==> src/rtl/playerr_if.sv <==
// Player-R control bus: button/hit inputs from the input stage and the
// position/pose outputs read by the playerR draw stage.
interface playerr_if;
   logic        btn_left;
   logic        btn_right;
   logic        btn_jump;
   logic        btn_thrust;
   logic        btn_sword_up;
   logic        btn_sword_down;
   logic        hit_R;

   logic [11:0] RP_x_pos;
   logic [11:0] RP_y_pos;
   logic [4:0]  sword_pos;
   logic [11:0] x_sword_pos;
   logic        change_legs;
   logic        dead_R;

   modport master (
      output btn_left, btn_right, btn_jump, btn_thrust,
             btn_sword_up, btn_sword_down, hit_R,
      input  RP_x_pos, RP_y_pos, sword_pos, x_sword_pos, change_legs, dead_R
   );

   modport slave (
      input  btn_left, btn_right, btn_jump, btn_thrust,
             btn_sword_up, btn_sword_down, hit_R,
      output RP_x_pos, RP_y_pos, sword_pos, x_sword_pos, change_legs, dead_R
   );
endinterface

==> src/rtl/playerr_ctl.sv <==
// Frame-rate motion and combat controller for player R. All state advances
// once per video frame, on the tick derived from the rising edge of vsync.
module playerr_ctl #(
   parameter int unsigned STEP        = 4,
   parameter int unsigned RP_X_MAX    = 845,
   parameter int unsigned JUMP_STEP   = 4,
   parameter int unsigned JUMP_HEIGHT = 64,
   parameter int unsigned THRUST_STEP = 4,
   parameter int unsigned THRUST_MAX  = 16,
   parameter int unsigned SWORD_STEP  = 8,
   parameter int unsigned SWORD_MAX   = 24,
   parameter int unsigned LEG_PERIOD  = 8,
   parameter int unsigned DEAD_FRAMES = 120
) (
   input  logic      clk,
   input  logic      reset,
   input  logic      vsync_in,
   playerr_if.slave  bus
);

   localparam int unsigned LEG_W  = (LEG_PERIOD  > 1) ? $clog2(LEG_PERIOD)  : 1;
   localparam int unsigned DEAD_W = (DEAD_FRAMES > 1) ? $clog2(DEAD_FRAMES) : 1;

   localparam logic [11:0]       STEP_V    = 12'(STEP);
   localparam logic [11:0]       X_MAX_V   = 12'(RP_X_MAX);
   localparam logic [11:0]       JSTEP_V   = 12'(JUMP_STEP);
   localparam logic [11:0]       JHEIGHT_V = 12'(JUMP_HEIGHT);
   localparam logic [11:0]       TSTEP_V   = 12'(THRUST_STEP);
   localparam logic [11:0]       TMAX_V    = 12'(THRUST_MAX);
   localparam logic [4:0]        SSTEP_V   = 5'(SWORD_STEP);
   localparam logic [4:0]        SMAX_V    = 5'(SWORD_MAX);
   localparam logic [LEG_W-1:0]  LEG_LAST  = LEG_W'(LEG_PERIOD - 1);
   localparam logic [DEAD_W-1:0] DEAD_LAST = DEAD_W'(DEAD_FRAMES - 1);

   typedef enum logic [2:0] {
      IDLE,
      WALK,
      JUMP_UP,
      JUMP_DOWN,
      THRUST_OUT,
      THRUST_BACK,
      DEAD
   } state_t;

   // IDLE must stay the all-zero encoding so that clearing the record resets the FSM.
   typedef struct packed {
      state_t             state;
      logic [11:0]        x;
      logic [11:0]        y;
      logic [4:0]         sw;
      logic [11:0]        xs;
      logic               legs;
      logic [LEG_W-1:0]   leg_cnt;
      logic [DEAD_W-1:0]  dead_cnt;
      logic               hit_pend;
      logic               up_hist;
      logic               dn_hist;
   } regs_t;

   regs_t       r_q;
   regs_t       r_d;
   logic        vsync_q;
   logic        tick;
   logic [11:0] x_move;
   logic        up_edge;
   logic        dn_edge;

   assign tick = vsync_in & ~vsync_q;

   // NOTE: clocked state uses non-blocking assignments so every register
   // samples the pre-edge values, independent of statement order.
   always_ff @(posedge clk) begin
      if (reset) begin
         vsync_q <= 1'b0;
         r_q     <= '0;
      end else begin
         vsync_q <= vsync_in;
         r_q     <= r_d;
      end
   end

   // NOTE: every signal driven here gets a default first, so no path can
   // leave one unassigned and infer a latch.
   always_comb begin
      r_d     = r_q;
      x_move  = r_q.x;
      up_edge = bus.btn_sword_up   & ~r_q.up_hist;
      dn_edge = bus.btn_sword_down & ~r_q.dn_hist;

      if (bus.btn_left && !bus.btn_right) begin
         x_move = (r_q.x > X_MAX_V - STEP_V) ? X_MAX_V : r_q.x + STEP_V;
      end else if (bus.btn_right && !bus.btn_left) begin
         x_move = (r_q.x < STEP_V) ? 12'd0 : r_q.x - STEP_V;
      end

      // A hit is remembered between frames and acted on at the next tick.
      r_d.hit_pend = r_q.hit_pend | (bus.hit_R & (r_q.state != DEAD));

      if (tick) begin
         r_d.up_hist = bus.btn_sword_up;
         r_d.dn_hist = bus.btn_sword_down;

         if (r_q.state != DEAD && (r_q.hit_pend || bus.hit_R)) begin
            r_d.state    = DEAD;
            r_d.hit_pend = 1'b0;
            r_d.dead_cnt = '0;
         end else begin
            case (r_q.state)
               IDLE, WALK: begin
                  r_d.x = x_move;
                  if (up_edge && !dn_edge) begin
                     r_d.sw = (r_q.sw > SMAX_V - SSTEP_V) ? SMAX_V : r_q.sw + SSTEP_V;
                  end else if (dn_edge && !up_edge) begin
                     r_d.sw = (r_q.sw < SSTEP_V) ? 5'd0 : r_q.sw - SSTEP_V;
                  end
                  if (bus.btn_jump)         r_d.state = JUMP_UP;
                  else if (bus.btn_thrust)  r_d.state = THRUST_OUT;
                  else if (x_move != r_q.x) r_d.state = WALK;
                  else                      r_d.state = IDLE;
               end
               JUMP_UP: begin
                  r_d.x = x_move;
                  r_d.y = r_q.y + JSTEP_V;
                  if (r_d.y == JHEIGHT_V) r_d.state = JUMP_DOWN;
               end
               JUMP_DOWN: begin
                  r_d.x = x_move;
                  r_d.y = r_q.y - JSTEP_V;
                  if (r_d.y == 12'd0) r_d.state = IDLE;
               end
               THRUST_OUT: begin
                  r_d.xs = r_q.xs + TSTEP_V;
                  if (r_d.xs == TMAX_V) r_d.state = THRUST_BACK;
               end
               THRUST_BACK: begin
                  r_d.xs = r_q.xs - TSTEP_V;
                  if (r_d.xs == 12'd0) r_d.state = IDLE;
               end
               DEAD: begin
                  if (r_q.dead_cnt == DEAD_LAST) begin
                     r_d.state    = IDLE;
                     r_d.dead_cnt = '0;
                     r_d.x        = '0;
                     r_d.y        = '0;
                     r_d.sw       = '0;
                     r_d.xs       = '0;
                  end else begin
                     r_d.dead_cnt = r_q.dead_cnt + DEAD_W'(1);
                  end
               end
               default: r_d.state = IDLE;
            endcase
         end

         // Leg animation runs only while the frame ends in WALK.
         if (r_d.state == WALK) begin
            if (r_q.leg_cnt == LEG_LAST) begin
               r_d.leg_cnt = '0;
               r_d.legs    = ~r_q.legs;
            end else begin
               r_d.leg_cnt = r_q.leg_cnt + LEG_W'(1);
            end
         end else begin
            r_d.leg_cnt = '0;
            r_d.legs    = 1'b0;
         end
      end
   end

   assign bus.RP_x_pos    = r_q.x;
   assign bus.RP_y_pos    = r_q.y;
   assign bus.sword_pos   = r_q.sw;
   assign bus.x_sword_pos = r_q.xs;
   assign bus.change_legs = r_q.legs;
   assign bus.dead_R      = (r_q.state == DEAD);

endmodule
==> src/flat_wrapper.sv <==
// flat-port wrapper written by rule: the top's interface ports become plain ports
module playerr_ctl_flat 
#(
   parameter int unsigned STEP        = 4,
   parameter int unsigned RP_X_MAX    = 845,
   parameter int unsigned JUMP_STEP   = 4,
   parameter int unsigned JUMP_HEIGHT = 64,
   parameter int unsigned THRUST_STEP = 4,
   parameter int unsigned THRUST_MAX  = 16,
   parameter int unsigned SWORD_STEP  = 8,
   parameter int unsigned SWORD_MAX   = 24,
   parameter int unsigned LEG_PERIOD  = 8,
   parameter int unsigned DEAD_FRAMES = 120
)
  (clk, reset, vsync_in, bus_btn_left, bus_btn_right, bus_btn_jump, bus_btn_thrust, bus_btn_sword_up, bus_btn_sword_down, bus_hit_R, bus_RP_x_pos, bus_RP_y_pos, bus_sword_pos, bus_x_sword_pos, bus_change_legs, bus_dead_R);
  playerr_if bus_i ();
  input  logic clk;
  input  logic reset;
  input  logic vsync_in;
  input wire logic [$bits(bus_i.btn_left)-1:0] bus_btn_left;
  input wire logic [$bits(bus_i.btn_right)-1:0] bus_btn_right;
  input wire logic [$bits(bus_i.btn_jump)-1:0] bus_btn_jump;
  input wire logic [$bits(bus_i.btn_thrust)-1:0] bus_btn_thrust;
  input wire logic [$bits(bus_i.btn_sword_up)-1:0] bus_btn_sword_up;
  input wire logic [$bits(bus_i.btn_sword_down)-1:0] bus_btn_sword_down;
  input wire logic [$bits(bus_i.hit_R)-1:0] bus_hit_R;
  output wire logic [$bits(bus_i.RP_x_pos)-1:0] bus_RP_x_pos;
  output wire logic [$bits(bus_i.RP_y_pos)-1:0] bus_RP_y_pos;
  output wire logic [$bits(bus_i.sword_pos)-1:0] bus_sword_pos;
  output wire logic [$bits(bus_i.x_sword_pos)-1:0] bus_x_sword_pos;
  output wire logic [$bits(bus_i.change_legs)-1:0] bus_change_legs;
  output wire logic [$bits(bus_i.dead_R)-1:0] bus_dead_R;
  assign bus_i.btn_left = bus_btn_left;
  assign bus_i.btn_right = bus_btn_right;
  assign bus_i.btn_jump = bus_btn_jump;
  assign bus_i.btn_thrust = bus_btn_thrust;
  assign bus_i.btn_sword_up = bus_btn_sword_up;
  assign bus_i.btn_sword_down = bus_btn_sword_down;
  assign bus_i.hit_R = bus_hit_R;
  assign bus_RP_x_pos = bus_i.RP_x_pos;
  assign bus_RP_y_pos = bus_i.RP_y_pos;
  assign bus_sword_pos = bus_i.sword_pos;
  assign bus_x_sword_pos = bus_i.x_sword_pos;
  assign bus_change_legs = bus_i.change_legs;
  assign bus_dead_R = bus_i.dead_R;
  playerr_ctl #(.STEP(STEP), .RP_X_MAX(RP_X_MAX), .JUMP_STEP(JUMP_STEP), .JUMP_HEIGHT(JUMP_HEIGHT), .THRUST_STEP(THRUST_STEP), .THRUST_MAX(THRUST_MAX), .SWORD_STEP(SWORD_STEP), .SWORD_MAX(SWORD_MAX), .LEG_PERIOD(LEG_PERIOD), .DEAD_FRAMES(DEAD_FRAMES)) u_core (.clk(clk), .reset(reset), .vsync_in(vsync_in), .bus(bus_i));
endmodule
==> config.mk <==
export PLATFORM = sky130hd
export DESIGN_NAME = playerr_ctl_flat
export DESIGN_NICKNAME = d
export VERILOG_FILES = /design/src/rtl/playerr_if.sv /design/src/rtl/playerr_ctl.sv /design/src/flat_wrapper.sv
export SDC_FILE = /design/constraint.sdc
export NUM_CORES = 1
export LEC_CHECK = 0
export ABC_AREA = 0
export CORE_ASPECT_RATIO = 0.75
export CORE_MARGIN = 2
export CORE_UTILIZATION = 46
export CTS_BUF_LIST = sky130_fd_sc_hd__clkbuf_8
export DETAILED_ROUTE_END_ITERATION = 7
export GPL_TIMING_DRIVEN = 0
export PLACE_DENSITY = 0.66
export SLEW_MARGIN = 5
export SYNTH_ARGS = -nofsm -noshare
export SYNTH_HDL_FRONTEND = slang
export SYNTH_SLANG_ARGS = --single-unit
export TNS_END_PERCENT = 50
==> constraint.sdc <==
create_clock -name clk -period 3.7 [get_ports clk]
set_input_delay 0.74 -clock clk [delete_from_list [all_inputs] [get_ports clk]]
set_output_delay 0.74 -clock clk [all_outputs]
set_load 0.01 [all_outputs]
# Word level (Yosys, flattened, before mapping)
# Index checks and enable logic that the tools add are counted.
# word_totals
register_bits	59
input_bits	10
out_inout_bits	43
# op_classes
add_sub_neg	10
order_cmp	4
n_eq_ne	16
muxes	31
n_bitwise	10
reduce_logical	26
# op_table
cell	count
$pmux 12 s3	2
$mux 12	4
$mux 44	1
$add 12x3->12 const B	3
$sub 12x3->12 const B	3
$mux 3	10
$logic_not 12->1	2
$pmux 12 s2	1
$mux 7	3
$mux 5	4
$pmux 3 s6	1
$eq 12x5->1 const B	1
$eq 12x7->1 const B	1
$eq 3x3->1 const B	4
$gt 12x10->1 const B	1
$lt 12x3->1 const B	1
$ne 12x12->1	1
$reduce_and 4->1	3
$pmux 5 s2	1
$add 7x1->7 const B	1
$eq 7x7->1 const B	1
$eq 3x1->1 const B	2
$eq 3x2->1 const B	2
$reduce_bool 2->1	3
other kinds (23)	41

# Logic depth before layout (Yosys ltp)
# Gate-level depths: netlist of the first run.
# depth
word_depth	14
ltp_mapped	12
mapped_depth_nobuf	10

# Worst setup path after synthesis of the first run
# No wires, ideal clock.
# synth_path
path_type	register to register
startpoint	register u_core.r_q (netlist bit u_core.bus.RP_x_pos[2])
endpoint	register u_core.r_q (netlist bit u_core.bus.change_legs)
setup_ps	93
t_arrival_ps	2545
t_required_ps	3607
setup_slack_ps	1061
path_stages_with_launch	12
n_path_buf	1
path_cell_list	dfxtp_1 inv_1 ha_1 a21bo_1 a31oi_4 or2_1 buf_6 o22ai_2 mux2_4 a311o_1 or3_1 o311ai_2
# synth_between
elab_chain_len	14
# synth_rtl
element	line_no	source
start: declaration	playerr_ctl.sv:60	regs_t r_q;
start signal: assignment	playerr_ctl.sv:78	r_q <= r_d;
$sub 12x3->12 / $lt 12x3->1 (equally long branches)	playerr_ctl.sv:93	x_move = (r_q.x < STEP_V) ? 12'd0 : r_q.x - STEP_V;
$mux 12	playerr_ctl.sv:93	
$mux 12	playerr_ctl.sv:92	end else if (bus.btn_right && !bus.btn_left) begin
$mux 12	playerr_ctl.sv:90	if (bus.btn_left && !bus.btn_right) begin
$ne 12x12->1 (*)	playerr_ctl.sv:118	else if (x_move != r_q.x) r_d.state = WALK;
$mux 1 (*)	playerr_ctl.sv:118	
$mux 3 (*)	playerr_ctl.sv:117	else if (bus.btn_thrust) r_d.state = THRUST_OUT;
$mux 3 (*)	playerr_ctl.sv:116	if (bus.btn_jump) r_d.state = JUMP_UP;
$pmux 3 s6 (*)	playerr_ctl.sv:108	case (r_q.state)
$mux 3 (*)	playerr_ctl.sv:103	if (r_q.state != DEAD && (r_q.hit_pend || bus.hit_R)) begin
$mux 3 (*)	playerr_ctl.sv:99	if (tick) begin
$eq 3x1->1 (*)	playerr_ctl.sv:156	if (r_d.state == WALK) begin
$ne 2x2->1 (no source line)	-	
$reduce_and 2->1 (no source line)	-	
# Every way passes the cells marked *; elsewhere a longest branch is shown, timed or not. The select of a mux whose other input is x is not followed.
# A chain may end at the register's enable or synchronous reset.

# Worst setup path in the final report of the first run
# layout_path
startpoint	register u_core.r_q[56] (netlist bit)
endpoint	output port bus_dead_R
# layout_between
elab_chain_len	1
# layout_rtl
element	line_no	source
$eq 3x3->1	playerr_ctl.sv:175	assign bus.dead_R = (r_q.state == DEAD);
end: declaration	flat_wrapper.sv:32	output wire logic [$bits(bus_i.dead_R)-1:0] bus_dead_R;
# No other way between the ends.

==> impl_metrics.py, run 1 <==
metrics = {
    "run_status": {
        "status": "completed",
    },
    "placement": {
        "dp_slack_ns": 0.198,
        "port_buffers": 45,
        "dp.cells": 801,
        "gp_routability_congestion": 1.01,
        "dp_hpwl_um": 10000,
    },
    "synth": {
        "synthesis.area_mm2": 0.00439,
        "synth-seq-area-share_pct": 23.7,
        "async_flop_share_pct": 0,
        "netlist.area_leader.share_pct": 23.7,
        "synth.distinct_cells": 66,
        "synth.area.top_cells": "dfxtp_1 24%, buf_4 7.0%, a21oi_1 6.4%, nor2_1 6.3%, o21ai_0 5.0%",
        "netlist_instances": 622,
        "synth.ff_latch_count": 52,
        "synth_warnings": 0,
        "synth_area_per_cell_um2": 7.06,
        "ys.flop_type": "dfxtp_1",
        "synth_top_area_cell": "dfxtp_1",
        "synth_edf_count": 0,
    },
    "cells_and_area": {
        "nNetsFinal": 702,
        "layout-drive-gt1-share_pct": 10.6,
        "diodes": 0,
        "area_growth_pct": 16.5,
        "fillers": 948,
        "instances_no_fill": 809,
    },
    "route": {
        "vias": 4845,
        "routed_via_density": 5.99,
        "ant_nets": 0,
        "wl_um": 13600,
        "drc": 0,
        "first_pass_iters": 8,
        "wl_per_cell_um": 16.9,
        "drt_iter0_drc": 491,
    },
    "worst_hold_path": {
        "hold_path_class": "reg -> reg",
        "hold_depth": 2,
        "hp-start": "u_core.r_q[0]",
        "min_to": "u_core.r_q[0]",
    },
    "clocking": {
        "clockRootBuffer": "clkbuf_8",
        "clock_latency_ns": 0.32,
        "clk_pin_slew_ns": 0.11,
        "clockBufferDepth": 2,
        "htreeDepth": 2,
        "hold_buffers": 0,
        "cts-buffers-inserted": 5,
        "cts_sinks": 52,
        "tritoncts": "built",
        "post_cts_buffers": 0,
        "postCtsResizedCells": 0,
    },
    "critical_path": {
        "cp_max_fo": 10,
        "endpoint_kind": "primary output",
        "worstSetupStartpointType": "flop",
        "crit_slowest_cell": "clkdlybuf4s50_1",
        "cp_slowest_stage_delay_ns": 0.64,
        "arrival_ns": 2.60,
        "reg2reg_from": "u_core.bus.RP_x_pos[2]",
        "crit_top_cell": "clkbuf_1",
        "r2r_end": "u_core.bus.change_legs",
        "required_ns": 2.96,
        "path_cells": "clkbuf_1 > nand3_2 > inv_1 > clkbuf_1 > clkdlybuf4s50_1",
        "reg2reg_depth": 10,
        "critical_path_class": "reg -> out",
        "worst-r2r-setup-slack_ns": 0.47,
    },
    "timing": {
        "layout_setup_ws_ns": 0.362,
        "skew_ns": 0.0153,
        "finalCritPeriodShare_pct": 90.2,
        "setup-violations-final": 0,
        "clock.fmax_ghz": 0.300,
        "hold_viol": 0,
        "tightest_slew_ns": 0.894,
        "grt_setup_unrepaired": "false",
        "setup_tns_ns": 0,
        "min_period_ns": 3.34,
        "slew-limit-headroom_pct": 40.0,
        "slew_violations": 0,
    },
    "grt": {
        "grt_usage_pct": 26.7,
        "grt_max_degree": 16,
        "grt_pass1_wl_um": 21700,
        "grt_pass1_vias": 4261,
        "gr-total-overflow": 0,
        "grt_antenna_before_repair": 0,
    },
    "die": {
        "die_h_um": 88.6,
        "row_count": 30,
        "die_x_um": 117,
        "start_util_pct": 47.9,
        "core-area_mm2": 0.00916,
        "dieArea_mm2": 0.0104,
        "io_pins": 53,
    },
    "pwr": {
        "power_uw": 1180,
        "p_leak_uw": 0.00189,
        "power_density_mw_per_mm2": 230,
        "ir_worst_vdd_uv": 191,
    },
    "run": {
        "drv_cap": 0,
    },
}
-- per-layer routing --
layer,GRT usage [%],vias up,part of all wire (%)
met5,0,-,0
met4,4.17,0,0.65
met3,6.44,12,8.8
met2,38.4,244,42
met1,40.8,2261,49
li1,-,2328,-
-- layout make-up --
class / instances / area, um^2 / area share [%]
plain buffers: 81 / 479 / 9.37
clock buffers: 6 / 82.6 / 1.61
clock inverters: 2 / 10.0 / 0.196
inverters: 15 / 56.3 / 1.10
multi-input cells: 480 / 2840 / 55.4
flip-flops and latches: 52 / 1040 / 20.3
well taps: 128 / 160 / 3.13
repair buffers: 45 / 450 / 8.80
-- cells in the mapped netlist (9+ instances only) --
cell and number:
dfxtp_1 52, a21oi_1 56, nor3_1 20, a211oi_1 12
nand3_1 28, inv_1 15, o21ai_0 44, ha_1 12
nor2b_1 10, nand2_1 54, xor2_1 9, a22oi_1 12
nor2_1 74, buf_4 41, clkbuf_1 32
-- power breakdown --
part / internal (uW) / total [uW] / switching, uW
clock network: 150 / 356 / 206
registers: 569 / 579 / 10.9
logic: 88.6 / 244 / 155
total: 807 / 1180 / 372
-- worst max-delay path: cells and delay by family, from the launching register on --
family	cells	cell delay, ns
simple gates	1	0.32
buf+inv	4	1.65
flops	1	0.32
-- state kept, by name (all words and copies together), names as in the netlist --
name / count
u_core.bus.RP_y_pos: 10
u_core.bus.change_legs: 1
u_core.bus.sword_pos: 2
u_core.vsync_q: 1
u_core.bus.RP_x_pos: 12
u_core.r_q: 16
u_core.bus.x_sword_pos: 10
-- cells in the final DEF (no fill, tap or decap), types with 15 or more instances in the layout --
master	n
clkbuf_1	32
nor3_1	20
clkdlybuf4s50_1	45
a21oi_1	56
nand3_1	28
nor2_1	74
nand2_1	54
o21ai_0	44
inv_1	15
dfxtp_1	52
buf_4	41
-- metrics by stage --
stage / hold WS (ns) / utilization, % / cell area, um^2
global route: 0.492 / 55.9 / 5120
detailed placement: 0.457 / 54.8 / 5020
global placement: 0.441 / 54.8 / 5020
floorplan: 0.437 / - / 4410
CTS: 0.470 / 55.9 / 5120
finish: 0.471 / 55.9 / 5120
-- kinds of logic (layout without fill, tap and decap cells) --
group           Yosys count  count (layout)  share of synthesized area [%]
fa+ha+maj                12              12                           3.42
flops                    52              52                           23.7
xor+xnor                 16              16                           3.19
compound gates          182             182                           26.4
other cells               1               7                         0.0854
simple gates            259             259                           29.9
buf+inv                  96             149                           12.2
mux                       4               4                           1.03
-- worst max-delay path by stage --
| stage | cells past startpoint | startpoint | endpoint |
|---|---|---|---|
| 6_report | 5 | u_core.r_q[56] | bus_dead_R |
| 5_1_grt | 5 | u_core.r_q[56] | bus_dead_R |
| 4_1_cts | 5 | u_core.r_q[56] | bus_dead_R |
| 3_5_place_dp | 8 | bus_hit_R | u_core.bus.RP_y_pos[9] |
| 3_3_place_gp | 8 | bus_hit_R | u_core.bus.RP_y_pos[3] |
| 2_1_floorplan | 11 | u_core.bus.RP_x_pos[2] | u_core.bus.change_legs |
No activity file was read; power rests on OpenSTA's default activity.
==> run 2, diff against run 1 <==
--- a/config.mk
+++ b/config.mk
@@ -6,13 +6,14 @@
 export NUM_CORES = 1
 export LEC_CHECK = 0
 export ABC_AREA = 0
+export CAP_MARGIN = 20
 export CORE_ASPECT_RATIO = 0.75
 export CORE_MARGIN = 2
-export CORE_UTILIZATION = 46
+export CORE_UTILIZATION = 40
 export CTS_BUF_LIST = sky130_fd_sc_hd__clkbuf_8
 export DETAILED_ROUTE_END_ITERATION = 7
 export GPL_TIMING_DRIVEN = 0
-export PLACE_DENSITY = 0.66
+export PLACE_DENSITY = 0.58
 export SLEW_MARGIN = 5
 export SYNTH_ARGS = -nofsm -noshare
 export SYNTH_HDL_FRONTEND = slang
==> run 2 against run 1 <==
  * First-iteration DRC count shrank 16%
  * Power grew 4.9%
  * Die area grew 14%
  * Critical endpoint unchanged
  * Largest cell class unchanged
  * Wire length shrank 3.2%
  * Core utilization shrank 8.2 points
  * Non-clock buffer count is the same
  * Sequential power is essentially flat
  * Clock skew shrank 0.011 ns
==> impl_metrics.py, run 2 (synthesis results as in run 1) <==
metrics = {
    "placement": {
        "port_buffers": 45,
        "dpl_cell_area_mm2": 0.00504,
        "dp_slack_ns": 0.218,
        "gp_routability_congestion": 0.936,
        "dp_hpwl_um": 9750,
    },
    "cells_and_area": {
        "fillers": 1117,
        "diodes": 0,
        "largest_reg_flops": 16,
        "area_growth_pct": 17.4,
        "final_common_cell": "nor2_1",
        "finalInstanceArea_mm2": 0.00515,
        "layout-drive-gt1-share_pct": 10.6,
        "final_cell_mix": "74 x nor2_1, 56 x a21oi_1, 54 x nand2_1",
        "top_register": "u_core.r_q",
        "nNetsFinal": 702,
    },
    "die": {
        "row_count": 33,
        "start_util_pct": 40.6,
        "dieArea_mm2": 0.0118,
        "die_h_um": 94.7,
        "io_pins": 53,
        "core-area_mm2": 0.0108,
        "die_x_um": 125,
    },
    "timing": {
        "grt_setup_unrepaired": "false",
        "slew-limit-headroom_pct": 39.2,
        "setup-violations-final": 0,
        "hold_slack_ns": 0.460,
        "tightest_slew_ns": 0.907,
        "slew_violations": 0,
        "layout_setup_ws_ns": 0.306,
        "skew_ns": 0.00474,
        "finalCritPeriodShare_pct": 91.7,
        "clock.fmax_ghz": 0.295,
        "hold_viol": 0,
        "min_period_ns": 3.39,
        "setup_tns_ns": 0,
    },
    "critical_path": {
        "path_cells": "clkbuf_1 > nand3_2 > inv_1 > clkbuf_1 > clkdlybuf4s50_1",
        "required_ns": 2.96,
        "worst-r2r-setup-slack_ns": 0.47,
        "reg2reg_depth": 10,
        "cp_slowest_stage_delay_ns": 0.65,
        "critical_path_class": "reg -> out",
        "endpoint_kind": "primary output",
        "crit_slowest_cell": "clkdlybuf4s50_1",
        "crit_top_cell": "clkbuf_1",
        "cp_max_fo": 10,
        "r2r_end": "u_core.bus.change_legs",
        "arrival_ns": 2.65,
        "reg2reg_from": "u_core.bus.RP_x_pos[2]",
        "worstSetupStartpointType": "flop",
    },
    "pwr": {
        "pwr-share-comb_pct": 19.4,
        "internal-power_uw": 861,
        "swShare_pct": 30.4,
        "power.switching_uw": 375,
        "pwr-share-seq_pct": 46.9,
        "power_frac_clock_pct": 33.7,
        "power_density_mw_per_mm2": 240,
        "ir_worst_vdd_uv": 145,
        "p_leak_uw": 0.00190,
    },
    "clocking": {
        "hold_buffers": 0,
        "tritoncts": "built",
        "post_cts_buffers": 0,
        "clockRootBuffer": "clkbuf_8",
        "postCtsResizedCells": 0,
        "clk_pin_slew_ns": 0.10,
        "cts_sinks": 52,
        "clockBufferDepth": 2,
        "cts-buffers-inserted": 5,
        "htreeDepth": 2,
        "clock_latency_ns": 0.32,
    },
    "grt": {
        "grt_pass1_vias": 4034,
        "grt_max_degree": 18,
        "grt_antenna_before_repair": 0,
        "grt_pass1_wl_um": 21400,
        "gr-total-overflow": 0,
        "grt_usage_pct": 22.3,
    },
    "route": {
        "wl_per_cell_um": 16.1,
        "wl_um": 13200,
        "drc": 0,
        "ant_nets": 0,
        "vias": 4667,
        "first_pass_iters": 5,
        "routed_via_density": 5.68,
        "drt_iter0_drc": 411,
    },
    "worst_hold_path": {
        "hold_depth": 2,
        "hold_path_class": "reg -> reg",
        "min_to": "u_core.r_q[1]",
        "hp-start": "u_core.r_q[1]",
    },
    "run_status": {
        "status": "completed",
    },
    "run": {
        "drv_cap": 0,
    },
}
## run 2: cell type report
class,count,area [um^2],share of cell area (%)
buffer,81,479,9.30
tap,140,175,3.40
sequential,52,1040,20.2
timing repair buffer,45,450,8.74
clock buffer,5,68.8,1.34
inverter,15,56.3,1.09
clock inverter,3,46.3,0.898
multi-input combinational,480,2840,55.0
## run 2: stage by stage
| stage | instances | power [uW] | util (%) |
|---|---|---|---|
| finish | 821 | 1240 | 47.6 |
| global route | 821 | 1290 | 47.6 |
| CTS | 821 | 1250 | 47.6 |
| detailed placement | 813 | 827 | 46.6 |
| global placement | 813 | 826 | 46.6 |
| floorplan | 628 | 751 | - |
## run 2: worst max-delay path by stage
stage / startpoint / cells after the start / slack (ns) / endpoint
final: u_core.r_q[56] / 5 / 0.31 / bus_dead_R
after global routing: u_core.r_q[56] / 5 / 0.15 / bus_dead_R
after CTS: u_core.r_q[56] / 5 / 0.32 / bus_dead_R
after detailed placement: bus_hit_R / 8 / 0.22 / u_core.bus.RP_y_pos[6]
after global placement: bus_btn_right / 9 / 0.24 / u_core.bus.change_legs
after floorplan: u_core.bus.RP_x_pos[2] / 11 / 1.06 / u_core.bus.change_legs
## run 2: metal layers
metal  vias to the layer above  global-route usage (%)  wire, um
met1                      2157                    33.9      6770
met3                         9                    4.08       844
met4                         0                    5.19       102
met5                         -                       0         0
li1                       2337                       -         -
met2                       164                    32.3      5490
## run 2: power by group through the flow
stage / Combinational [uW] / Sequential (uW) / Clock (uW)
CTS: 236 / 579 / 432
floorplan: 162 / 589 / 0
global placement: 235 / 592 / 0
global route: 263 / 581 / 451
detailed placement: 235 / 592 / 0
finish: 240 / 580 / 417
## run 2: worst max-delay path: cells and delay by family, from the launching register on
family,cells,cell delay (ns)
DFF,1,0.32
and+or+nand+nor,1,0.33
buffers and inverters,4,1.69
==> run 3, diff against run 2 <==
--- a/config.mk
+++ b/config.mk
@@ -8,11 +8,11 @@
 export ABC_AREA = 0
 export CAP_MARGIN = 20
 export CORE_ASPECT_RATIO = 0.75
-export CORE_MARGIN = 2
 export CORE_UTILIZATION = 40
 export CTS_BUF_LIST = sky130_fd_sc_hd__clkbuf_8
 export DETAILED_ROUTE_END_ITERATION = 7
 export GPL_TIMING_DRIVEN = 0
+export MAX_ROUTING_LAYER = met4
 export PLACE_DENSITY = 0.58
 export SLEW_MARGIN = 5
 export SYNTH_ARGS = -nofsm -noshare
==> run 3 against run 2 <==
  * Clock skew is 0.011 ns higher
  * Setup slack improved by 0.0086 ns
  * Final cell count is 0.61% lower
  * Critical path depth is 3 higher
  * Die area fell by 3.7%
  * Worst hold slack improved by 0.0040 ns
  * Register-to-register slack got worse by 0.05 ns
  * Wire length increased by 6.9%
  * Highest routed layer unchanged
  * Maximum frequency is 0.25% higher
  * Largest cell class unchanged
==> impl_metrics.py, run 3 (synthesis results as in run 1) <==
metrics = {
    "grt": {
        "grt_antenna_before_repair": 0,
        "grt_usage_pct": 26.4,
        "busiest_layer": "met1",
        "grt_max_degree": 15,
        "grt_use_met2_pct": 35.4,
        "grt_pass1_wl_um": 22700,
        "gr-total-overflow": 0,
        "grt_pass1_vias": 4243,
        "grtUsageMet1_pct": 39.0,
        "met3_usage_pct": 6.16,
    },
    "placement": {
        "gp_routability_congestion": 0.976,
        "dp_hpwl_um": 10300,
        "dp.cells": 809,
        "port_buffers": 45,
    },
    "timing": {
        "setup-violations-final": 0,
        "slew_violations": 0,
        "skew_ns": 0.0154,
        "finalCritPeriodShare_pct": 91.5,
        "slew-limit-headroom_pct": 43.2,
        "min_period_ns": 3.39,
        "hold_viol": 0,
        "grt_setup_unrepaired": "false",
        "tightest_slew_ns": 0.846,
        "setup_tns_ns": 0,
        "clock.fmax_ghz": 0.295,
    },
    "cells_and_area": {
        "largest_reg_flops": 16,
        "diodes": 0,
        "instances_no_fill": 816,
        "top_register": "u_core.r_q",
        "area_growth_pct": 16.4,
        "fillers": 1096,
        "layout-drive-gt1-share_pct": 10.3,
        "ff_latch_area_mm2": 0.00104,
        "final_common_cell": "nor2_1",
        "nNetsFinal": 702,
        "multi_input_area_mm2": 0.00284,
        "final_cell_mix": "74 x nor2_1, 56 x a21oi_1, 54 x nand2_1",
    },
    "clocking": {
        "cts_sinks": 52,
        "tritoncts": "built",
        "htreeDepth": 2,
        "clockRootBuffer": "clkbuf_8",
        "clock_latency_ns": 0.33,
        "hold_buffers": 0,
        "postCtsResizedCells": 0,
        "clockBufferDepth": 2,
        "post_cts_buffers": 0,
        "cts-buffers-inserted": 5,
        "clk_pin_slew_ns": 0.10,
    },
    "critical_path": {
        "arrival_ns": 3.57,
        "crit_slowest_cell": "nor3_1",
        "critical_path_class": "in -> reg",
        "required_ns": 3.88,
        "cp_slowest_stage_delay_ns": 0.66,
        "worstSetupStartpointType": "input pin",
        "cp_max_fo": 10,
        "endpoint_kind": "flop",
        "path_cells": "clkdlybuf4s50_1 > nor2_1 > nor2_1 > nor3_1 > nand3_1 > clkbuf_1 > o21ai_0 > a21oi_1",
        "crit_top_cell": "nor2_1",
    },
    "pwr": {
        "power.switching_uw": 371,
        "internal-power_uw": 784,
        "power_frac_clock_pct": 28.6,
        "power_density_mw_per_mm2": 226,
        "pwr-share-comb_pct": 21.2,
        "swShare_pct": 32.1,
        "p_leak_uw": 0.00189,
        "pwr-share-seq_pct": 50.1,
        "ir_worst_vdd_uv": 116,
    },
    "route": {
        "drc": 0,
        "vias": 4759,
        "routed_via_density": 5.83,
        "wl_per_cell_um": 17.3,
        "wl_um": 14100,
        "ant_nets": 0,
        "drt_iter0_drc": 553,
        "first_pass_iters": 5,
    },
    "die": {
        "start_util_pct": 41.9,
        "die_h_um": 92.7,
        "io_pins": 53,
        "dieArea_mm2": 0.0114,
        "die_x_um": 123,
        "row_count": 32,
        "core-area_mm2": 0.0105,
    },
    "run": {
        "drv_cap": 0,
    },
    "run_status": {
        "status": "completed",
    },
    "worst_hold_path": {
        "hold_path_class": "reg -> reg",
    },
}
[run 3: cell count changes in the layout (fill, tap and decap cells not counted)]
cell        change
bufinv_16       -1
clkinv_2        +1
clkinvlp_4      -1
inv_1           +1
inv_6           -1
[run 3: area by class of cell]
type                            count  share of cell area, %
Multi-Input combinational cell    480                   55.5
Sequential cell                    52                   20.4
Buffer                             81                   9.38
Timing Repair Buffer               45                   8.81
Tap cell                          136                   3.33
Clock buffer                        5                   1.35
Inverter                           15                   1.10
Clock inverter                      2                  0.171
[run 3: final timing paths]
kind	start	end	slack [ns]	depth (start not counted)
setup / recovery	bus_hit_R	u_core.bus.RP_y_pos[5]	0.31	8
hold / removal	u_core.r_q[0]	u_core.r_q[0]	0.46	2
setup reg to reg	u_core.r_q[56]	u_core.bus.RP_y_pos[5]	0.42	9
hold reg to reg	u_core.r_q[0]	u_core.r_q[0]	0.46	2
[run 3: metrics by stage]
step | power [uW] | worst slack (ns) | hold slack [ns] | cell area (um^2) | util, %
after global routing | 1220 | 0.151 | 0.504 | 5110 | 48.7
after global placement | 832 | 0.0239 | 0.443 | 5030 | 48.0
after floorplan | 751 | 1.06 | 0.437 | 4410 | -
after detailed placement | 830 | 0.105 | 0.449 | 5030 | 48.0
after CTS | 1160 | 0.335 | 0.463 | 5110 | 48.7
final | 1160 | 0.315 | 0.464 | 5110 | 48.7
[run 3: per-layer routing]
metal  wire (um)  share of wire, %
met5           0                 0
met2        5640                40
met1        7260                51
met3        1000               7.1
met4         216               1.5
[run 3: critical path: cells and delay by family]
family                 cells  cell delay, ns
buffers and inverters      2            0.85
AND/OR/NAND/NOR            4            1.61
AO/OA/AOI/OAI              2            0.36
[run 3: power groups by stage]
stage | Combinational (uW) | Clock, uW | Sequential [uW]
floorplan | 162 | 0 | 589
global placement | 241 | 0 | 592
detailed placement | 239 | 0 | 592
CTS | 240 | 345 | 579
global route | 269 | 371 | 581
finish | 245 | 331 | 579
